**config.mk**
```make
export PLATFORM = sky130hd
export DESIGN_NAME = im_rd_slave
export DESIGN_NICKNAME = d
export VERILOG_FILES = /design/src/rtl/im_rd_slave.sv
export SDC_FILE = /design/constraint.sdc
export NUM_CORES = 1
export LEC_CHECK = 0
export ABC_AREA = 1
export CAP_MARGIN = 20
export CORE_MARGIN = 4
export CORE_UTILIZATION = 42
export CTS_BUF_LIST = sky130_fd_sc_hd__clkbuf_16
export CTS_CLUSTER_SIZE = 16
export DETAILED_ROUTE_END_ITERATION = 10
export GPL_TIMING_DRIVEN = 0
export PLACE_DENSITY = 0.81
export SLEW_MARGIN = 20
export SYNTH_ARGS = -nofsm -noshare
export SYNTH_HDL_FRONTEND = slang
export SYNTH_SLANG_ARGS = --single-unit
```
**constraint.sdc**
```tcl
create_clock -name clk_i -period 2.4 [get_ports clk_i]
set_clock_uncertainty 0.1 [all_clocks]
set_input_delay 0.24 -clock clk_i [delete_from_list [all_inputs] [get_ports clk_i]]
set_output_delay 0.24 -clock clk_i [all_outputs]
set_load 0.01 [all_outputs]
```
**src/rtl/im_rd_slave.sv**
```systemverilog
// AXI4 read-only responder for the instruction SRAM: one burst at a time, each beat is
// a three-cycle REQ/CAP/RESP sequence against a synchronous single-port SRAM.
module im_rd_slave #(
    parameter int unsigned IDW = 8,
    parameter int unsigned AW  = 32,
    parameter int unsigned DW  = 32,
    parameter int unsigned SAW = 14
) (
    input  logic           clk_i,
    input  logic           rst_ni,
    input  logic [IDW-1:0] arid_i,
    input  logic [AW-1:0]  araddr_i,
    input  logic [3:0]     arlen_i,
    input  logic [2:0]     arsize_i,
    input  logic [1:0]     arburst_i,
    input  logic           arvalid_i,
    output logic           arready_o,
    output logic [IDW-1:0] rid_o,
    output logic [DW-1:0]  rdata_o,
    output logic [1:0]     rresp_o,
    output logic           rlast_o,
    output logic           rvalid_o,
    input  logic           rready_i,
    output logic           sram_cs_o,
    output logic           sram_oe_o,
    output logic [SAW-1:0] sram_addr_o,
    input  logic [DW-1:0]  sram_rdata_i
);

    typedef enum logic [1:0] {StIdle, StReq, StCap, StResp} state_e;

    localparam logic [1:0] BurstFixed = 2'b00;
    localparam logic [2:0] SizeWord   = 3'b010;

    state_e         state_q, state_d;
    logic [IDW-1:0] id_q, id_d;
    logic [SAW-1:0] addr_q, addr_d;
    logic [3:0]     len_q, len_d;
    logic [3:0]     cnt_q, cnt_d;
    logic [1:0]     burst_q, burst_d;
    logic           err_q, err_d;
    logic [DW-1:0]  rdata_q, rdata_d;
    logic           last_beat;

    // Byte-lane bits and the region above the SRAM window are don't-care.
    logic unused_addr;
    assign unused_addr = ^{araddr_i[AW-1:SAW+2], araddr_i[1:0]};

    assign last_beat = (cnt_q == len_q);

    always_comb begin
        state_d = state_q;
        id_d    = id_q;
        addr_d  = addr_q;
        len_d   = len_q;
        cnt_d   = cnt_q;
        burst_d = burst_q;
        err_d   = err_q;
        rdata_d = rdata_q;
        unique case (state_q)
            StIdle: begin
                if (arvalid_i) begin
                    id_d    = arid_i;
                    addr_d  = araddr_i[SAW+1:2];
                    len_d   = arlen_i;
                    burst_d = arburst_i;
                    // WRAP and reserved bursts step like INCR but are flagged.
                    err_d   = (arsize_i != SizeWord) || arburst_i[1];
                    cnt_d   = '0;
                    state_d = StReq;
                end
            end
            StReq: state_d = StCap;
            StCap: begin
                rdata_d = sram_rdata_i;
                state_d = StResp;
            end
            StResp: begin
                if (rready_i) begin
                    if (last_beat) begin
                        state_d = StIdle;
                    end else begin
                        cnt_d   = cnt_q + 4'd1;
                        addr_d  = (burst_q == BurstFixed) ? addr_q : addr_q + SAW'(1);
                        state_d = StReq;
                    end
                end
            end
            default: state_d = StIdle;
        endcase
    end

    always_ff @(posedge clk_i or negedge rst_ni) begin
        if (!rst_ni) begin
            state_q <= StIdle;
            id_q    <= '0;
            addr_q  <= '0;
            len_q   <= '0;
            cnt_q   <= '0;
            burst_q <= '0;
            err_q   <= 1'b0;
            rdata_q <= '0;
        end else begin
            state_q <= state_d;
            id_q    <= id_d;
            addr_q  <= addr_d;
            len_q   <= len_d;
            cnt_q   <= cnt_d;
            burst_q <= burst_d;
            err_q   <= err_d;
            rdata_q <= rdata_d;
        end
    end

    assign arready_o   = (state_q == StIdle);
    assign rvalid_o    = (state_q == StResp);
    assign rlast_o     = (state_q == StResp) && last_beat;
    assign rresp_o     = ((state_q == StResp) && err_q) ? 2'b10 : 2'b00;
    assign rid_o       = id_q;
    assign rdata_o     = rdata_q;
    assign sram_cs_o   = (state_q == StReq);
    assign sram_oe_o   = (state_q == StReq) || (state_q == StCap);
    assign sram_addr_o = addr_q;

endmodule

```
==> qor.json, run 1 <==
{
  "grt_antenna_before_repair": 0,
  "global_route.overflow_total": 0,
  "timing.setup.tns_ns": 0,
  "mappedNetlistNets": 431,
  "maxClockFrequency_ghz": 0.444,
  "critical_path.n_buffers_inverters": 3,
  "yosys-top-cells-area": "sky130_fd_sc_hd__dfrtp_1, sky130_fd_sc_hd__mux2_2, sky130_fd_sc_hd__nand2_1",
  "grt_pass1_vias": 3073,
  "fp.dieW_um": 96.1,
  "max-cap-violations": 0,
  "number_of_cts_inserted_buffers": 9,
  "placedInstanceArea_sq_mm": 0.00466,
  "synthDistinctLibCells": 33,
  "synth_sequential_area_ratio_pct": 51.4,
  "detailroute.via_count": 2863,
  "post_route_cells_drive_above_1_share_pct": 16.0,
  "design_area_sq_mm": 0.00496,
  "cp_data_required_time_ns": 2.06,
  "antenna_cells_inserted": 0,
  "worstSetupStartpointType": "flop",
  "ys.warnings.count": 0,
  "path_max_fanout": 18,
  "final_max_slew_viol_count": 0,
  "drt_first_pass_iters": 4,
  "layout_area_overhead_pct": 52.1,
  "final-setup-viol-count": 0,
  "wire_length_of_the_first_global_routing_pass_mm": 14.1,
  "worst_hold_slack_ns": 0.267,
  "min_path_type": "in -> async",
  "yosys.area.top_type": "sky130_fd_sc_hd__dfrtp_1",
  "power_density_mw_per_mm2": 1360,
  "critical_path.slowest_cell": "sky130_fd_sc_hd__clkdlybuf4s50_1",
  "postRouteAntennaNets": 0,
  "cell_rows": 31,
  "n_fill_cell": 567,
  "place.gp.congestion": 0.868,
  "max_stage_delay_ns": 0.53,
  "global_route.usage.total_pct": 20.2,
  "layout.nets": 569,
  "route.detailed.wl_per_inst_um": 15.0,
  "layout_min_cycle_time_ns": 2.25,
  "grt_setup_unrepaired": "false",
  "design.die.area_sq_mm": 0.00924,
  "synth_seq_cells": 67,
  "syn_inst": 339,
  "dp_hpwl_mm": 6.70,
  "floorplan.initialDensity_pct": 44.0,
  "finalWorstSetupSlack_ns": 0.148,
  "timing.critical_path.cells": "ha_1, buf_8, nand3_2, inv_1, clkdlybuf4s50_1",
  "multiInputGateArea_sq_mm": 0.00140,
  "numPlacedInstances": 565,
  "drcViolationCount": 0,
  "insertion_delay_ns": 0.33,
  "timing_hold_violations_final": 0,
  "cts_root_buffer": "sky130_fd_sc_hd__clkbuf_16",
  "p_leak_uw": 0.00226,
  "syn_area_sq_mm": 0.00326,
  "timing.critical_path.max_delay_family": "buffers and inverters",
  "dp_worst_setup_slack_ns": 0.109,
  "cts_tree": "done",
  "arrival_ns": 1.91,
  "die_h_um": 96.1,
  "place.port_buffers": 126,
  "path_clk_slew_ns": 0.06,
  "setup.worst_path.end_class": "primary output",
  "grt_max_degree": 44,
  "drt_first_iter_violations": 109,
  "cts-root-to-sink-buffers": 2,
  "sequential_cell_area_sq_mm": 0.00168,
  "core_sq_mm": 0.00741,
  "h-tree-depth": 3,
  "synth_area_per_cell_sq_um": 9.62,
  "timing.setup.critical_path_class": "reg -> out",
  "yosys.area.top_type_share_pct": 51.4,
  "outcome": "finished clean",
  "routed_via_density": 4.94,
  "clock-sinks": 67,
  "finalCritPeriodShare_pct": 93.9,
  "final_standard_cell_count_with_taps_included_and_fillers_excluded": 580,
  "peakVddDrop_uv": 879,
  "route.final.wire_length_mm": 8.71,
  "boundaryPins": 146
}
## Yosys cell counts
library cell and n:
sky130_fd_sc_hd__a21o_1 1, sky130_fd_sc_hd__a21oi_1 8, sky130_fd_sc_hd__a31oi_1 1, sky130_fd_sc_hd__buf_2 4
sky130_fd_sc_hd__buf_4 1, sky130_fd_sc_hd__buf_6 3, sky130_fd_sc_hd__clkbuf_1 3, sky130_fd_sc_hd__conb_1 1
sky130_fd_sc_hd__dfrtp_1 67, sky130_fd_sc_hd__ha_1 7, sky130_fd_sc_hd__inv_1 25, sky130_fd_sc_hd__inv_2 1
sky130_fd_sc_hd__inv_4 1, sky130_fd_sc_hd__inv_6 1, sky130_fd_sc_hd__mux2_1 2, sky130_fd_sc_hd__mux2_2 39
sky130_fd_sc_hd__mux2i_1 1, sky130_fd_sc_hd__nand2_1 103, sky130_fd_sc_hd__nand2_2 1, sky130_fd_sc_hd__nand3_1 22
sky130_fd_sc_hd__nand3_2 1, sky130_fd_sc_hd__nand3_4 1, sky130_fd_sc_hd__nand4_1 6, sky130_fd_sc_hd__nor2_1 19
sky130_fd_sc_hd__nor2_2 2, sky130_fd_sc_hd__nor2_4 1, sky130_fd_sc_hd__nor3_1 1, sky130_fd_sc_hd__o211ai_1 1
sky130_fd_sc_hd__o21ai_0 7, sky130_fd_sc_hd__o21bai_1 2, sky130_fd_sc_hd__o22ai_4 1, sky130_fd_sc_hd__or2_2 3
sky130_fd_sc_hd__xor2_1 2
## flip-flops by register name, indices dropped and copies added (netlist names)
name,cells
rid_o,8
err_q,1
burst_q,2
len_q,4
state_q,2
rdata_o,32
cnt_q,4
sram_addr_o,14
## kinds of logic (layout without fill, tap and decap cells)
group | count (synthesis) | count (layout) | share of synthesized area, %
and+or+nand+nor | 160 | 160 | 21.1
DFF | 67 | 67 | 51.4
muxes | 42 | 42 | 14.5
buffers and inverters | 39 | 181 | 5.68
AOI/OAI and AO/OA | 21 | 21 | 4.03
adders and majority gates | 7 | 7 | 2.69
xor gates and xnor gates | 2 | 2 | 0.537
other | 1 | 1 | 0.115
## stage by stage
step	util [%]	total power [uW]
after floorplan	-	3900
after global placement	62.7	5390
after detailed placement	62.9	5520
after CTS	66.9	6810
after global routing	66.9	7250
final	66.9	6740
## metal layers
metal	GRT usage [%]	vias to the layer above	routed length, um
met5	0	-	0
met1	21.4	1335	3230
met3	11.0	11	1270
met2	33.4	137	4080
met4	8.18	0	125
li1	-	1380	-
## report_power, final
group / total, uW / internal [uW] / switching, uW / leakage [uW]
clock: 1250 / 789 / 463 / 0.000138
combinational: 3380 / 1820 / 1560 / 0.00133
sequential: 2110 / 1690 / 414 / 0.000797
total: 6740 / 4300 / 2440 / 0.00226
## path summary, 6_finish.rpt
kind | from | to | slack, ns | cells after the start
worst max-delay path | state_q[0]$_DFFE_PN0P_ | rlast_o | 0.15 | 5
worst min-delay path | rst_ni | sram_addr_o[3]$_DFFE_PN0P_ | 0.27 | 2
min in group clk_i | arsize_i[1] | err_q$_DFFE_PN0P_ | 0.39 | 2
worst max register to register | state_q[1]$_DFFE_PN0P_ | sram_addr_o[5]$_DFFE_PN0P_ | 0.46 | 10
worst min register to register | rdata_o[26]$_DFFE_PN0N_ | rdata_o[26]$_DFFE_PN0N_ | 0.39 | 1
max in group asynchronous | rst_ni | state_q[0]$_DFFE_PN0P_ | 1.38 | 3
## layout by cell type, fill, tap and decap left out, types with 6 or more instances in the layout
master / netlist / final
sky130_fd_sc_hd__clkdlybuf4s50_1: 0 / 125
sky130_fd_sc_hd__inv_1: 25 / 26
sky130_fd_sc_hd__clkbuf_16: 0 / 9
sky130_fd_sc_hd__nand2_1: 103 / 103
sky130_fd_sc_hd__mux2_2: 39 / 39
sky130_fd_sc_hd__nand3_1: 22 / 22
sky130_fd_sc_hd__ha_1: 7 / 7
sky130_fd_sc_hd__nor2_1: 19 / 19
sky130_fd_sc_hd__a21oi_1: 8 / 8
sky130_fd_sc_hd__o21ai_0: 7 / 7
sky130_fd_sc_hd__dfrtp_1: 67 / 66
sky130_fd_sc_hd__nand4_1: 6 / 6
## area by class of cell
cell class,instances,area share [%]
Sequential cell,67,33.8
Buffer,10,1.46
Timing Repair Buffer,128,26.0
Tap cell,99,2.50
Multi-Input combinational cell,233,28.2
Clock buffer,9,4.54
Clock inverter,6,1.19
Inverter,28,2.27
## repair_timing
item / CTS / global route
gates resized for setup: 0 / 2
endpoints found under the setup margin: 1 / 1
hold endpoints to repair: 24 / 0
setup buffers: 0 / 0
hold buffers: 1 / 0
(Power assumes the default switching activity.)
==> run 2: changes to the inputs <==
--- a/config.mk
+++ b/config.mk
@@ -13,7 +13,7 @@
 export CTS_CLUSTER_SIZE = 16
 export DETAILED_ROUTE_END_ITERATION = 10
 export GPL_TIMING_DRIVEN = 0
-export PLACE_DENSITY = 0.81
+export PLACE_DENSITY_LB_ADDON = 0.08
 export SLEW_MARGIN = 20
 export SYNTH_ARGS = -nofsm -noshare
 export SYNTH_HDL_FRONTEND = slang
==> qor.json, run 2 (synthesized netlist as in run 1, its figures left out) <==
{
  "clk_network_pwr_share_pct": 19.1,
  "finalCritPeriodShare_pct": 94.0,
  "min_path_type": "in -> async",
  "maxClockFrequency_ghz": 0.443,
  "h-tree-depth": 3,
  "max-cap-violations": 0,
  "number_of_cts_inserted_buffers": 9,
  "drt_first_pass_iters": 4,
  "place.port_buffers": 126,
  "route.detailed.wl_per_inst_um": 13.9,
  "timing.setup.tns_ns": 0,
  "place.gp.congestion": 0.854,
  "power_frac_comb_pct": 49.9,
  "layout.nets": 569,
  "drt_first_iter_violations": 49,
  "reg2reg_setup_slack_ns": 0.48,
  "p_leak_uw": 0.00227,
  "final_standard_cell_count_with_taps_included_and_fillers_excluded": 581,
  "cts_root_buffer": "sky130_fd_sc_hd__clkbuf_16",
  "path_max_fanout": 18,
  "peakVddDrop_uv": 904,
  "insertion_delay_ns": 0.32,
  "largest_register_ffs": 32,
  "layout_min_cycle_time_ns": 2.26,
  "switching_share_pct": 35.7,
  "reg2regPathDepth": 10,
  "worstSetupStartpointType": "flop",
  "cts_resized": 0,
  "antenna_cells_inserted": 0,
  "timing.setup.critical_path_class": "reg -> out",
  "numPlacedInstances": 565,
  "fp.dieW_um": 96.1,
  "global_route.usage.total_pct": 18.4,
  "detailroute.via_count": 2809,
  "grt_max_degree": 36,
  "final_cell_mix": "sky130_fd_sc_hd__clkdlybuf4s50_1, sky130_fd_sc_hd__nand2_1, sky130_fd_sc_hd__dfrtp_1",
  "finalWorstSetupSlack_ns": 0.145,
  "cp_data_required_time_ns": 2.06,
  "power_internal_uw": 4300,
  "final_max_slew_viol_count": 0,
  "timing_hold_violations_final": 0,
  "cts-root-to-sink-buffers": 2,
  "cts_tree": "done",
  "power.total_uw": 6690,
  "arrival_ns": 1.92,
  "critical_path.reg2reg.startpoint": "state_q[1]$_DFFE_PN0P_",
  "design.die.area_sq_mm": 0.00924,
  "clock-sinks": 67,
  "layout_area_overhead_pct": 52.3,
  "drcViolationCount": 0,
  "global_route.overflow_total": 0,
  "wire_length_of_the_first_global_routing_pass_mm": 13.1,
  "floorplan.initialDensity_pct": 44.0,
  "boundaryPins": 146,
  "seqPwrFrac_pct": 31.0,
  "cell_rows": 31,
  "routed_via_density": 4.83,
  "die_h_um": 96.1,
  "final_common_cell": "sky130_fd_sc_hd__clkdlybuf4s50_1",
  "route.final.wire_length_mm": 8.07,
  "grt_antenna_before_repair": 0,
  "final_core_util_pct": 67.0,
  "outcome": "finished clean",
  "final-setup-viol-count": 0,
  "grt_pass1_vias": 2813,
  "path_clk_slew_ns": 0.05,
  "dp_worst_setup_slack_ns": 0.176,
  "postRouteAntennaNets": 0,
  "setup.worst_path.end_class": "primary output",
  "core_sq_mm": 0.00741,
  "power.switching_uw": 2390,
  "post_route_cells_drive_above_1_share_pct": 15.8,
  "power_density_mw_per_mm2": 1350,
  "dp_hpwl_mm": 6.11,
  "grt_setup_unrepaired": "false",
  "postCtsSetupBuffers": 0,
  "capture_instance_of_the_worst_register_to_register_path": "sram_addr_o[9]$_DFFE_PN0P_"
}
==> run 2: changes by cell type in the layout (fill, tap and decap cells not counted) <==
| cell | delta |
|---|---|
| sky130_fd_sc_hd__dfrtp_2 | -1 |
| sky130_fd_sc_hd__dfrtp_1 | +1 |
| sky130_fd_sc_hd__clkinv_1 | +1 |
| sky130_fd_sc_hd__buf_8 | -1 |
| sky130_fd_sc_hd__buf_6 | +1 |
| sky130_fd_sc_hd__clkinv_2 | -2 |
| sky130_fd_sc_hd__clkinv_4 | +2 |
==> run 2: worst max path at each step <==
stage	start	cells past startpoint	to
detailed placement	state_q[0]$_DFFE_PN0P_	6	rresp_o[1]
CTS	state_q[0]$_DFFE_PN0P_	5	rlast_o
floorplan	state_q[1]$_DFFE_PN0P_	10	sram_addr_o[0]$_DFFE_PN0P_
finish	state_q[0]$_DFFE_PN0P_	5	rlast_o
global placement	rst_ni	1	rdata_o[3]$_DFFE_PN0N_
global route	state_q[0]$_DFFE_PN0P_	5	rlast_o
==> run 2: worst max-delay path: stages (launching register included) <==
cell                              delay, ns
sky130_fd_sc_hd__dfrtp_1               0.42
sky130_fd_sc_hd__ha_1                  0.21
sky130_fd_sc_hd__buf_6                 0.21
sky130_fd_sc_hd__nand3_2               0.15
sky130_fd_sc_hd__inv_1                 0.08
sky130_fd_sc_hd__clkdlybuf4s50_1       0.52
==> run 2: final cells by class <==
| class | instances | area [sq um] |
|---|---|---|
| fill | 596 | 2440 |
| sequential | 67 | 1680 |
| multi-input combinational | 233 | 1400 |
| timing repair buffer | 128 | 1290 |
| clock buffer | 9 | 225 |
| tap | 99 | 124 |
| inverter | 28 | 113 |
| clock inverter | 7 | 70.1 |
| buffer | 10 | 68.8 |
==> run 2: layer usage <==
layer	up-vias	wire, um	track usage [%]
met5	-	0	0
met4	0	132	7.11
met3	16	956	8.13
met2	118	3770	30.0
met1	1298	3210	21.3
li1	1377	-	-
==> run 2: power by group through the flow <==
stage               logic (uW)  clock network (uW)  registers [uW]
floorplan                 1650                   0            2250
global placement          3340                   0            2060
detailed placement        3390                   0            2090
CTS                       3400                1320            2080
global route              3680                1360            2160
finish                    3340                1280            2080
==> run 2: repair_timing <==
item	CTS	global route
hold buffers	1	0
endpoints found under the setup margin	1	0
hold endpoints to repair	34	0
==> run 2: stage by stage <==
| stage | area, sq um | hold WS [ns] |
|---|---|---|
| after floorplan | 3260 | -0.156 |
| after global placement | 4650 | 0.370 |
| after detailed placement | 4660 | 0.129 |
| after global routing | 4960 | 0.374 |
| final | 4960 | 0.312 |
| after CTS | 4960 | 0.321 |
==> run 3: changes to the inputs <==
--- a/config.mk
+++ b/config.mk
@@ -14,6 +14,7 @@
 export DETAILED_ROUTE_END_ITERATION = 10
 export GPL_TIMING_DRIVEN = 0
 export PLACE_DENSITY_LB_ADDON = 0.08
+export SKIP_LAST_GASP = 1
 export SLEW_MARGIN = 20
 export SYNTH_ARGS = -nofsm -noshare
 export SYNTH_HDL_FRONTEND = slang
==> results of run 3 <==
No change in the layout: final DEF, timing and power equal those of run 2.
